==> src/rtl/wb_dbg_master.sv <==
`default_nettype none
// ============================================================================
// Module   : wb_dbg_master
// Brief    : Byte-stream command decoder that issues single Wishbone classic
//            read/write cycles and returns an ACK/NAK or read-data response.
// Revision : 1.0
// ============================================================================
module wb_dbg_master #(
    parameter int unsigned bus_timeout = 1024,
    parameter int unsigned rx_timeout  = 100000
) (
    input  logic        clk_i,
    input  logic        rst_i,
    input  logic [7:0]  rx_data,
    input  logic        rx_stb,
    output logic [7:0]  tx_data,
    output logic        tx_stb,
    input  logic        tx_busy,
    output logic [31:0] wb_adr_o,
    output logic [31:0] wb_dat_o,
    input  logic [31:0] wb_dat_i,
    output logic [3:0]  wb_sel_o,
    output logic        wb_we_o,
    output logic        wb_cyc_o,
    output logic        wb_stb_o,
    input  logic        wb_ack_i,
    input  logic        wb_err_i,
    input  logic        wb_rty_i,
    output logic        busy_o
);

    localparam logic [7:0]  c_cmd_write = 8'h01;
    localparam logic [7:0]  c_cmd_read  = 8'h02;
    localparam logic [7:0]  c_rsp_ack   = 8'h06;
    localparam logic [7:0]  c_rsp_nak   = 8'h15;
    localparam logic [15:0] c_bus_last  = 16'(bus_timeout - 1);
    localparam logic [23:0] c_rx_last   = 24'(rx_timeout - 1);

    typedef enum logic [2:0] {
        S_IDLE = 3'd0,
        S_ADDR = 3'd1,
        S_DATA = 3'd2,
        S_BUS  = 3'd3,
        S_RESP = 3'd4
    } state_t;

    state_t      r_state;
    state_t      w_state_nxt;
    logic [1:0]  r_cnt;
    logic        r_we;
    logic [31:0] r_adr;
    logic [31:0] r_dat;
    logic [31:0] r_rdat;
    logic [23:0] r_idle_cnt;
    logic [15:0] r_bus_cnt;
    logic        r_nak;
    logic        r_gap;
    logic        w_term;
    logic        w_fail;
    logic        w_in_bus;

    assign w_in_bus = (r_state == S_BUS);
    assign wb_cyc_o = w_in_bus;
    assign wb_stb_o = w_in_bus;
    assign wb_we_o  = w_in_bus & r_we;
    assign wb_sel_o = w_in_bus ? 4'hF : 4'h0;
    assign wb_adr_o = w_in_bus ? r_adr : 32'h0;
    assign wb_dat_o = w_in_bus ? r_dat : 32'h0;
    assign busy_o   = (r_state != S_IDLE);

    always_comb begin
        w_state_nxt = r_state;
        w_term      = 1'b0;
        w_fail      = 1'b0;
        tx_stb      = 1'b0;
        tx_data     = 8'h00;
        case (r_state)
            S_IDLE: begin
                if (rx_stb && (rx_data == c_cmd_write || rx_data == c_cmd_read))
                    w_state_nxt = S_ADDR;
            end
            S_ADDR: begin
                if (rx_stb) begin
                    if (r_cnt == 2'd3)
                        w_state_nxt = r_we ? S_DATA : S_BUS;
                end else if (r_idle_cnt == c_rx_last) begin
                    w_state_nxt = S_IDLE;
                end
            end
            S_DATA: begin
                if (rx_stb) begin
                    if (r_cnt == 2'd3)
                        w_state_nxt = S_BUS;
                end else if (r_idle_cnt == c_rx_last) begin
                    w_state_nxt = S_IDLE;
                end
            end
            S_BUS: begin
                // err/rty outrank a simultaneous ack; a late ack still wins over the timeout
                if (wb_err_i || wb_rty_i) begin
                    w_term = 1'b1;
                    w_fail = 1'b1;
                end else if (wb_ack_i) begin
                    w_term = 1'b1;
                end else if (r_bus_cnt == c_bus_last) begin
                    w_term = 1'b1;
                    w_fail = 1'b1;
                end
                if (w_term)
                    w_state_nxt = S_RESP;
            end
            S_RESP: begin
                if (r_nak)
                    tx_data = c_rsp_nak;
                else if (r_we)
                    tx_data = c_rsp_ack;
                else begin
                    case (r_cnt)
                        2'd0:    tx_data = r_rdat[31:24];
                        2'd1:    tx_data = r_rdat[23:16];
                        2'd2:    tx_data = r_rdat[15:8];
                        default: tx_data = r_rdat[7:0];
                    endcase
                end
                // r_gap forces a dead cycle between strobes
                if (!tx_busy && !r_gap) begin
                    tx_stb = 1'b1;
                    if (r_nak || r_we || r_cnt == 2'd3)
                        w_state_nxt = S_IDLE;
                end
            end
            default: w_state_nxt = S_IDLE;
        endcase
    end

    always_ff @(posedge clk_i or posedge rst_i) begin
        if (rst_i) begin
            r_state    <= S_IDLE;
            r_cnt      <= 2'd0;
            r_we       <= 1'b0;
            r_adr      <= 32'h0;
            r_dat      <= 32'h0;
            r_rdat     <= 32'h0;
            r_idle_cnt <= 24'd0;
            r_bus_cnt  <= 16'd0;
            r_nak      <= 1'b0;
            r_gap      <= 1'b0;
        end else begin
            r_state <= w_state_nxt;
            r_gap   <= tx_stb;
            case (r_state)
                S_IDLE: begin
                    r_cnt      <= 2'd0;
                    r_idle_cnt <= 24'd0;
                    r_bus_cnt  <= 16'd0;
                    if (w_state_nxt == S_ADDR) begin
                        r_we  <= (rx_data == c_cmd_write);
                        r_dat <= 32'h0;
                        r_nak <= 1'b0;
                    end
                end
                S_ADDR, S_DATA: begin
                    if (rx_stb) begin
                        r_cnt      <= r_cnt + 2'd1;
                        r_idle_cnt <= 24'd0;
                        if (r_state == S_ADDR)
                            r_adr <= {r_adr[23:0], rx_data};
                        else
                            r_dat <= {r_dat[23:0], rx_data};
                    end else if (w_state_nxt == S_IDLE) begin
                        r_cnt      <= 2'd0;
                        r_idle_cnt <= 24'd0;
                    end else begin
                        r_idle_cnt <= r_idle_cnt + 24'd1;
                    end
                end
                S_BUS: begin
                    if (w_term) begin
                        r_bus_cnt <= 16'd0;
                        r_nak     <= w_fail;
                        if (!w_fail)
                            r_rdat <= wb_dat_i;
                    end else begin
                        r_bus_cnt <= r_bus_cnt + 16'd1;
                    end
                end
                S_RESP: begin
                    if (tx_stb)
                        r_cnt <= (w_state_nxt == S_IDLE) ? 2'd0 : r_cnt + 2'd1;
                end
                default: r_cnt <= 2'd0;
            endcase
        end
    end

endmodule
`default_nettype wire

==> config.mk <==
export PLATFORM = sky130hd
export DESIGN_NAME = wb_dbg_master
export DESIGN_NICKNAME = d
export VERILOG_FILES = /design/src/rtl/wb_dbg_master.sv
export SDC_FILE = /design/constraint.sdc
export NUM_CORES = 1
export LEC_CHECK = 0
export ABC_AREA = 1
export CAP_MARGIN = 20
export CORE_MARGIN = 2
export CORE_UTILIZATION = 55
export DETAILED_ROUTE_END_ITERATION = 12
export PLACE_DENSITY = 0.9
export SYNTH_ARGS = -nofsm -noshare
export SYNTH_HDL_FRONTEND = slang
export SYNTH_SLANG_ARGS = --single-unit
==> constraint.sdc <==
create_clock -name clk_i -period 9.3 [get_ports clk_i]
set_input_delay 0.93 -clock clk_i [delete_from_list [all_inputs] [get_ports clk_i]]
set_output_delay 0.93 -clock clk_i [all_outputs]
set_load 0.02 [all_outputs]
==> results.md <==
* Gr ovfl total at 0
* Fillers at slightly below 1000
* Via density at approximately 5.3
* Final GP Congestion at between 0.8 and 0.9
* Final setup vio count at 0
* Die ar. at approximately 15000 µm²
* Core ar. at 13300 µm²
* Pwr Total at approximately 1.8 mW
* WHS at around 0.45 ns
* Synthesized area at around 7600 µm²
* Clk_lat worst skew at about 0.42 ns
* Area fraction of the dominant cell type after synthesis at a little under half
* Synth Area in Compound Gates at between 10% and 20%
* Critical path endpoint category: output pin
* Row count at 42
* Post-Syn Nets at 939
* N_diodes at 0
* Post-route clock period utilization at about two fifths
* Via count at ~6200
* Sw Share at between 20 and 30%
* Internal power at 1.29 mW
* Total track usage at 25.9%
* Clock Tree Buf Depth at 2
* Most common cell in the netlist: nand2_1
* Initial DRT Pass Iterations at 5
* Avg Cell Area, Syn at approximately 8.5 µm²
* Total wire length at roughly 18 mm
* Slew @ Worst Pin at between 0.9 and 1 ns
* CP required at ~8.4 ns
* Worst VDD drop at between 150 and 200 µV
* Leak at 4.10 nW
* Clock network power share at 39.9%
* Post-synth EDFFs at 0
* Worst-path clk slew at ~0.06 ns
* Cell variety after synth at between 40 and 50
* Hold_buf cts at 0
* TritonCTS clock tree: done
* NetSw at approximately 540 µW
* Die H at approximately 120 µm
* Largest net degree at the start of global routing at 80
* HPWL after DPL at roughly 12 mm
* Layout cell share with drive strength beyond 1 at between 10% and 20%
* Nets at 1047
* # IOs at between 100 and 150
* Post-route minimum period at approximately 3.6 ns
* Fin. max-slew vios at 0
* Max_cap viols at 0
* Max Fclk at around 0.28 GHz
* Flop and latch count out of synthesis at ~140
* Total negative slack at 0 ns
* Count of buffers from port buffering at between 100 and 150
* Syn Inst Count at 886
* WS Path Type: reg -> out
* H-Tree Depth at 4
* Ys Warns at 0
* Layout Skew at roughly 0.0065 ns
* Mux share of post-synthesis cell area at ~4.8%
* Synth Flop Type: dfrtp_1
* First-pass GRT wire length at 29.9 mm
* Startpoint types: flip-flop
* Effective utilization at floorplan at a little under three fifths
* Max FO, Critical Path at between 60 and 70
* CTS resizes at 0
* Seq pwr share at about two fifths
* Synth Area in XOR/XNOR at around 3.1%
* 1st-iter DRT viols at 413
* WL/cell at between 15 and 20 µm
* Type of the most critical hold path: reg -> reg
* Arrival time worst endpoint at 2.66 ns
* Final Hold Viols at 0
* Outcome: completed
* Synth Area in Simple Gates at between 20% and 30%
* Max-slew headroom at 34.8%
* # DRC at 0
* Main combinational cell family by area after synthesis: simple AND/OR/NAND/NOR gates
* Async S/R FF share, synth at 100%
* DIE WIDTH at approximately 120 µm
* # Post-CTS Setup Buffers at 0
* RSZ-0062 raised after global routing: no
* Vias in the first global route at about 6200
* CTS Buf Count at 17
* Post-synthesis sequential area ratio at 47.6%
* Root buffer cell: clkbuf_16
* Yosys top cell by area: dfrtp_1
* Final antenna-violating net count at 0
* Clk sink count at 144
* Top post-synthesis cells by area: dfrtp_1, nand2_1, inv_1, nor2_1, o21ai_2
* Logic pwr share at between 10% and 20%
* Layout area overhead at 25.5%
* Post-synthesis adder-cell area fraction at less than 1%
* Pwr Density at approximately 190 nW/µm²
* Synth cell count leaders: nand2_1, dfrtp_1, inv_1, nor2_1, o21ai_0
* Initial antenna violation count at 0
cell type report:
class                      count  area [µm²]  area share (%)
clock buffer                  22         474            5.00
sequential                   144        3600            38.0
tap                          176         220            2.32
multi-input combinational    581        3270            34.5
inverter                     119         453            4.77
clock inverter                 8         153            1.61
timing repair buffer         131        1310            13.8
stage by stage:
step / std cells / setup WS, ns / cell area, µm² / util (%)
6_report: 1181 / 5.71 / 9490 / 71.1
3_3_place_gp: 1150 / 6.09 / 8840 / 66.3
4_1_cts: 1180 / 5.69 / 9470 / 71.0
2_1_floorplan: 886 / 4.50 / 7560 / -
3_5_place_dp: 1150 / 5.95 / 8840 / 66.3
5_1_grt: 1181 / 5.55 / 9490 / 71.1
cell families after synthesis:
group,count (synthesis)
adders and majority gates,6
DFF,144
muxes,32
buffers and inverters,161
and+or+nand+nor,377
AOI/OAI and AO/OA,139
xor gates and xnor gates,27
cells in the final DEF, fill, tap and decap left out, drive strengths merged, types with 2 or more instances in the layout:
cell | Yosys | layout
a21oi | 33 | 33
a31oi | 4 | 4
buf | 19 | 4
bufinv | 0 | 4
clkbuf | 23 | 22
clkdlybuf4s50 | 0 | 127
clkinvlp | 0 | 2
dfrtp | 144 | 144
ha | 6 | 6
inv | 118 | 120
mux2 | 32 | 32
nand2 | 213 | 213
nand3 | 28 | 28
nand3b | 3 | 3
nand4 | 6 | 6
nor2 | 112 | 112
nor3 | 11 | 11
nor4 | 4 | 4
o211ai | 2 | 2
o21ai | 82 | 82
o22ai | 10 | 10
o32ai | 2 | 2
xnor2 | 2 | 2
xor2 | 25 | 25
critical path, cell delays in order, from the launching register on:
cell and delay (ns):
dfrtp_1 0.45, inv_2 0.13, nor2_4 0.04, nand2_2 0.06
buf_4 0.58, clkinv_2 0.33, clkdlybuf4s50_1 0.63
flip-flops by register name, summed over array words and instances, names as in the netlist:
signal / count
r_adr: 32
r_dat: 32
r_rdat: 32
r_idle_cnt: 24
r_bus_cnt: 16
r_state: 3
r_cnt: 2
r_gap: 1
r_nak: 1
r_we: 1
layer usage:
metal	global-route usage [%]	vias up	wire, µm
met5	0	-	0
met4	9.27	0	468
met3	8.65	42	1170
met2	43.4	198	9190
met1	31.3	2966	7270
li1	-	3012	-
power by group through the flow:
stage / Combinational [mW] / Clock [mW] / Sequential [mW]
floorplan: 0.229 / 0 / 0.755
global placement: 0.315 / 0 / 0.766
detailed placement: 0.329 / 0 / 0.769
global route: 0.370 / 0.761 / 0.771
finish: 0.333 / 0.726 / 0.763
CTS: 0.334 / 0.733 / 0.761
worst paths after layout:
path / cells after the start / from / slack, ns / end
min reg2reg: 1 / r_gap$_DFF_PP0_ / 0.45 / r_gap$_DFF_PP0_
max reg2reg: 11 / r_state[0]$_DFF_PP0_ / 6.24 / r_dat[7]$_DFFE_PP0P_
min: 1 / r_gap$_DFF_PP0_ / 0.45 / r_gap$_DFF_PP0_
max: 6 / r_state[0]$_DFF_PP0_ / 5.71 / wb_cyc_o
min in group asynchronous: 2 / rst_i / 0.97 / r_bus_cnt[14]$_DFFE_PP0P_
max in group asynchronous: 3 / rst_i / 6.90 / r_dat[28]$_DFFE_PP0P_
Power figures use the tool's default switching activity.
==> patch (config.mk and constraints unchanged) <==
Make the reset (`rst_i`) synchronous in one clocked block.
--- a/src/rtl/wb_dbg_master.sv
+++ b/src/rtl/wb_dbg_master.sv
@@ -134,5 +134,5 @@
     end
 
-    always_ff @(posedge clk_i or posedge rst_i) begin
+    always_ff @(posedge clk_i) begin
         if (rst_i) begin
             r_state    <= S_IDLE;
Behaviour: differs if rst_i is asserted again (counterexample within 4 cycles, from zero or initial values and one cycle with rst_i high); with rst_i held inactive, the same outputs for 4 cycles.
==> patch against the unedited design <==
Clock skew about the same; sequential cell count unchanged; critical path depth stayed put; count of clock-buffer cells in the layout fell by 2; area after synthesis is 7.5% lower; wire length shrank 3.4%; design area decreased by 5.9%; core utilization is 0.28 points higher; synthesized cell count increased by 11%; worst setup slack got worse by 0.074 ns; final cell count increased by 7.2%; non-clock buffer count increased by 2; highest routed layer is now met5.
Power is not compared: it rests on default switching activity, and its combinational part moved more than twofold at a synthesized area within 25%.
==> patch: results (changes against the unedited design) <==
stage	metric	value	unit	change
drt	wl_met2	8500	um	-7.6%
power_and_ir_drop	ir_drop	0.121	mV	
critical_path	path_max_fanout	35		-49%
drt	drt_first_iter_violations	596		+44%
global_routing	grt_pass1_wl	27600	um	-7.5%
clock_network	clk_pin_slew_worst_paths	0.06	ns	about the same
run_status	outcome	complete, no violations		
critical_path	arrival	2.73	ns	+0.07 ns
clock_network	clk_latency	0.41	ns	
timing	maxSlewViolCount	0		unchanged
clock_network	cts_buffers	17		unchanged
critical_path	slowest_delay	0.62	ns	
power_and_ir_drop	swShare	19.6	%	
cells_and_area	n_antenna_cell	0		unchanged
clock_network	cts.path.max_buffers	2		unchanged
synthesis	syn_nets	1034		+10%
synthesis	ys_seq_area_share	41.2	%	-6.4 points
drt	vias	6550		+5.3%
synthesis	yosys_warnings	0		unchanged
cells_and_area	n_fill_cell	946		-2.4%
cells_and_area	stdcell_area	8930	um^2	-5.9%
placed_design	dp_hpwl	11300	um	-6.3%
synthesis	ys.flop_type	dfxtp_1		
clock_network	cts_htree_levels	4		unchanged
placed_design	io_buffers	127		unchanged
placed_design	dpl_cell_area	8220	um^2	-7.0%
timing	slew-limit-headroom	59.6	%	+25 points
global_routing	grt_max_degree	72		-10%
clock_network	post-cts-setup-buffers	0		unchanged
timing	fin_skew	0.00669	ns	+0.000194 ns
drt	wl_met3	1160	um	-0.85%
worst_hold_path	hp-class	flip-flop to flip-flop		
cells_and_area	layout-drive-gt1-share	11.2	%	-3.1 points
global_routing	grt_pass1_vias	6074		-2.4%
global_routing	antenna_found_initial	1		+1
placed_design	dp_slack	6.02	ns	+0.0666 ns
clock_network	cts_resized	0		unchanged
synthesis	ys_types	40		-13%
power_and_ir_drop	p_comb	0.0415	mW	
critical_path	critPathSlowestCell	clkdlybuf4s50_1		
drt	highest_layer	met5		
synthesis	synth_common_cells	nor2_1, inv_1, dfxtp_1		
critical_path	cp_top_family	buffers and inverters		
cells_and_area	final_cell_count_no_fill	1266		+7.2%
drt	dr.pass1.iters	5		unchanged
drt	met1Wirelength	7500	um	+3.1%
cells_and_area	fin_nets	1135		+8.4%
synthesis	synth.area.top_cells	dfxtp_1, nor2_1, inv_1, a21oi_1, o21ai_0		
placed_design	placed_cells	1232		+7.1%
global_routing	use_met2	42.6	%	-0.78 points
placed_design	gp_congestion	0.884		+3.2%
power_and_ir_drop	fin_total_pwr	1.40	mW	
global_routing	grt_usage	25.3	%	-0.59 points
global_routing	grt_use_met1	31.2	%	-0.080 points
synthesis	synth-async-reset-ratio	0	%	-100 points
global_routing	use_met3	7.36	%	-1.3 points
cells_and_area	reg_top3	r_adr (32), r_dat (32), r_rdat (32)		
synthesis	netlist_instances	981		+11%
drt	wl_per_cell	13.8	um	-9.9%
==> patch: layout make-up <==
type                    count  share of cell area (%)
clock buffers              20                    5.11
clock inverters            11                    2.09
inverters                 163                    6.85
multi-input cells         623                    36.1
flip-flops and latches    144                    32.3
well taps                 172                    2.41
repair buffers            133                    15.2
==> patch: path summary, 6_finish.rpt <==
check / start / endpoint / slack, ns / cells past startpoint
max: r_state[1] / wb_adr_o[0] / 5.64 / 6
min: r_rdat[3] / r_rdat[3] / 0.45 / 2
max reg2reg: r_cnt[0] / r_dat[1] / 6.54 / 12
min reg2reg: r_rdat[3] / r_rdat[3] / 0.45 / 2
==> patch: logic make-up after synthesis <==
family	count (synthesis)	synth area share, %
and+or+nand+nor	364	23.0
xor gates and xnor gates	21	2.63
buffers and inverters	214	12.8
DFF	144	41.2
AOI/OAI and AO/OA	232	19.3
adders and majority gates	6	1.07
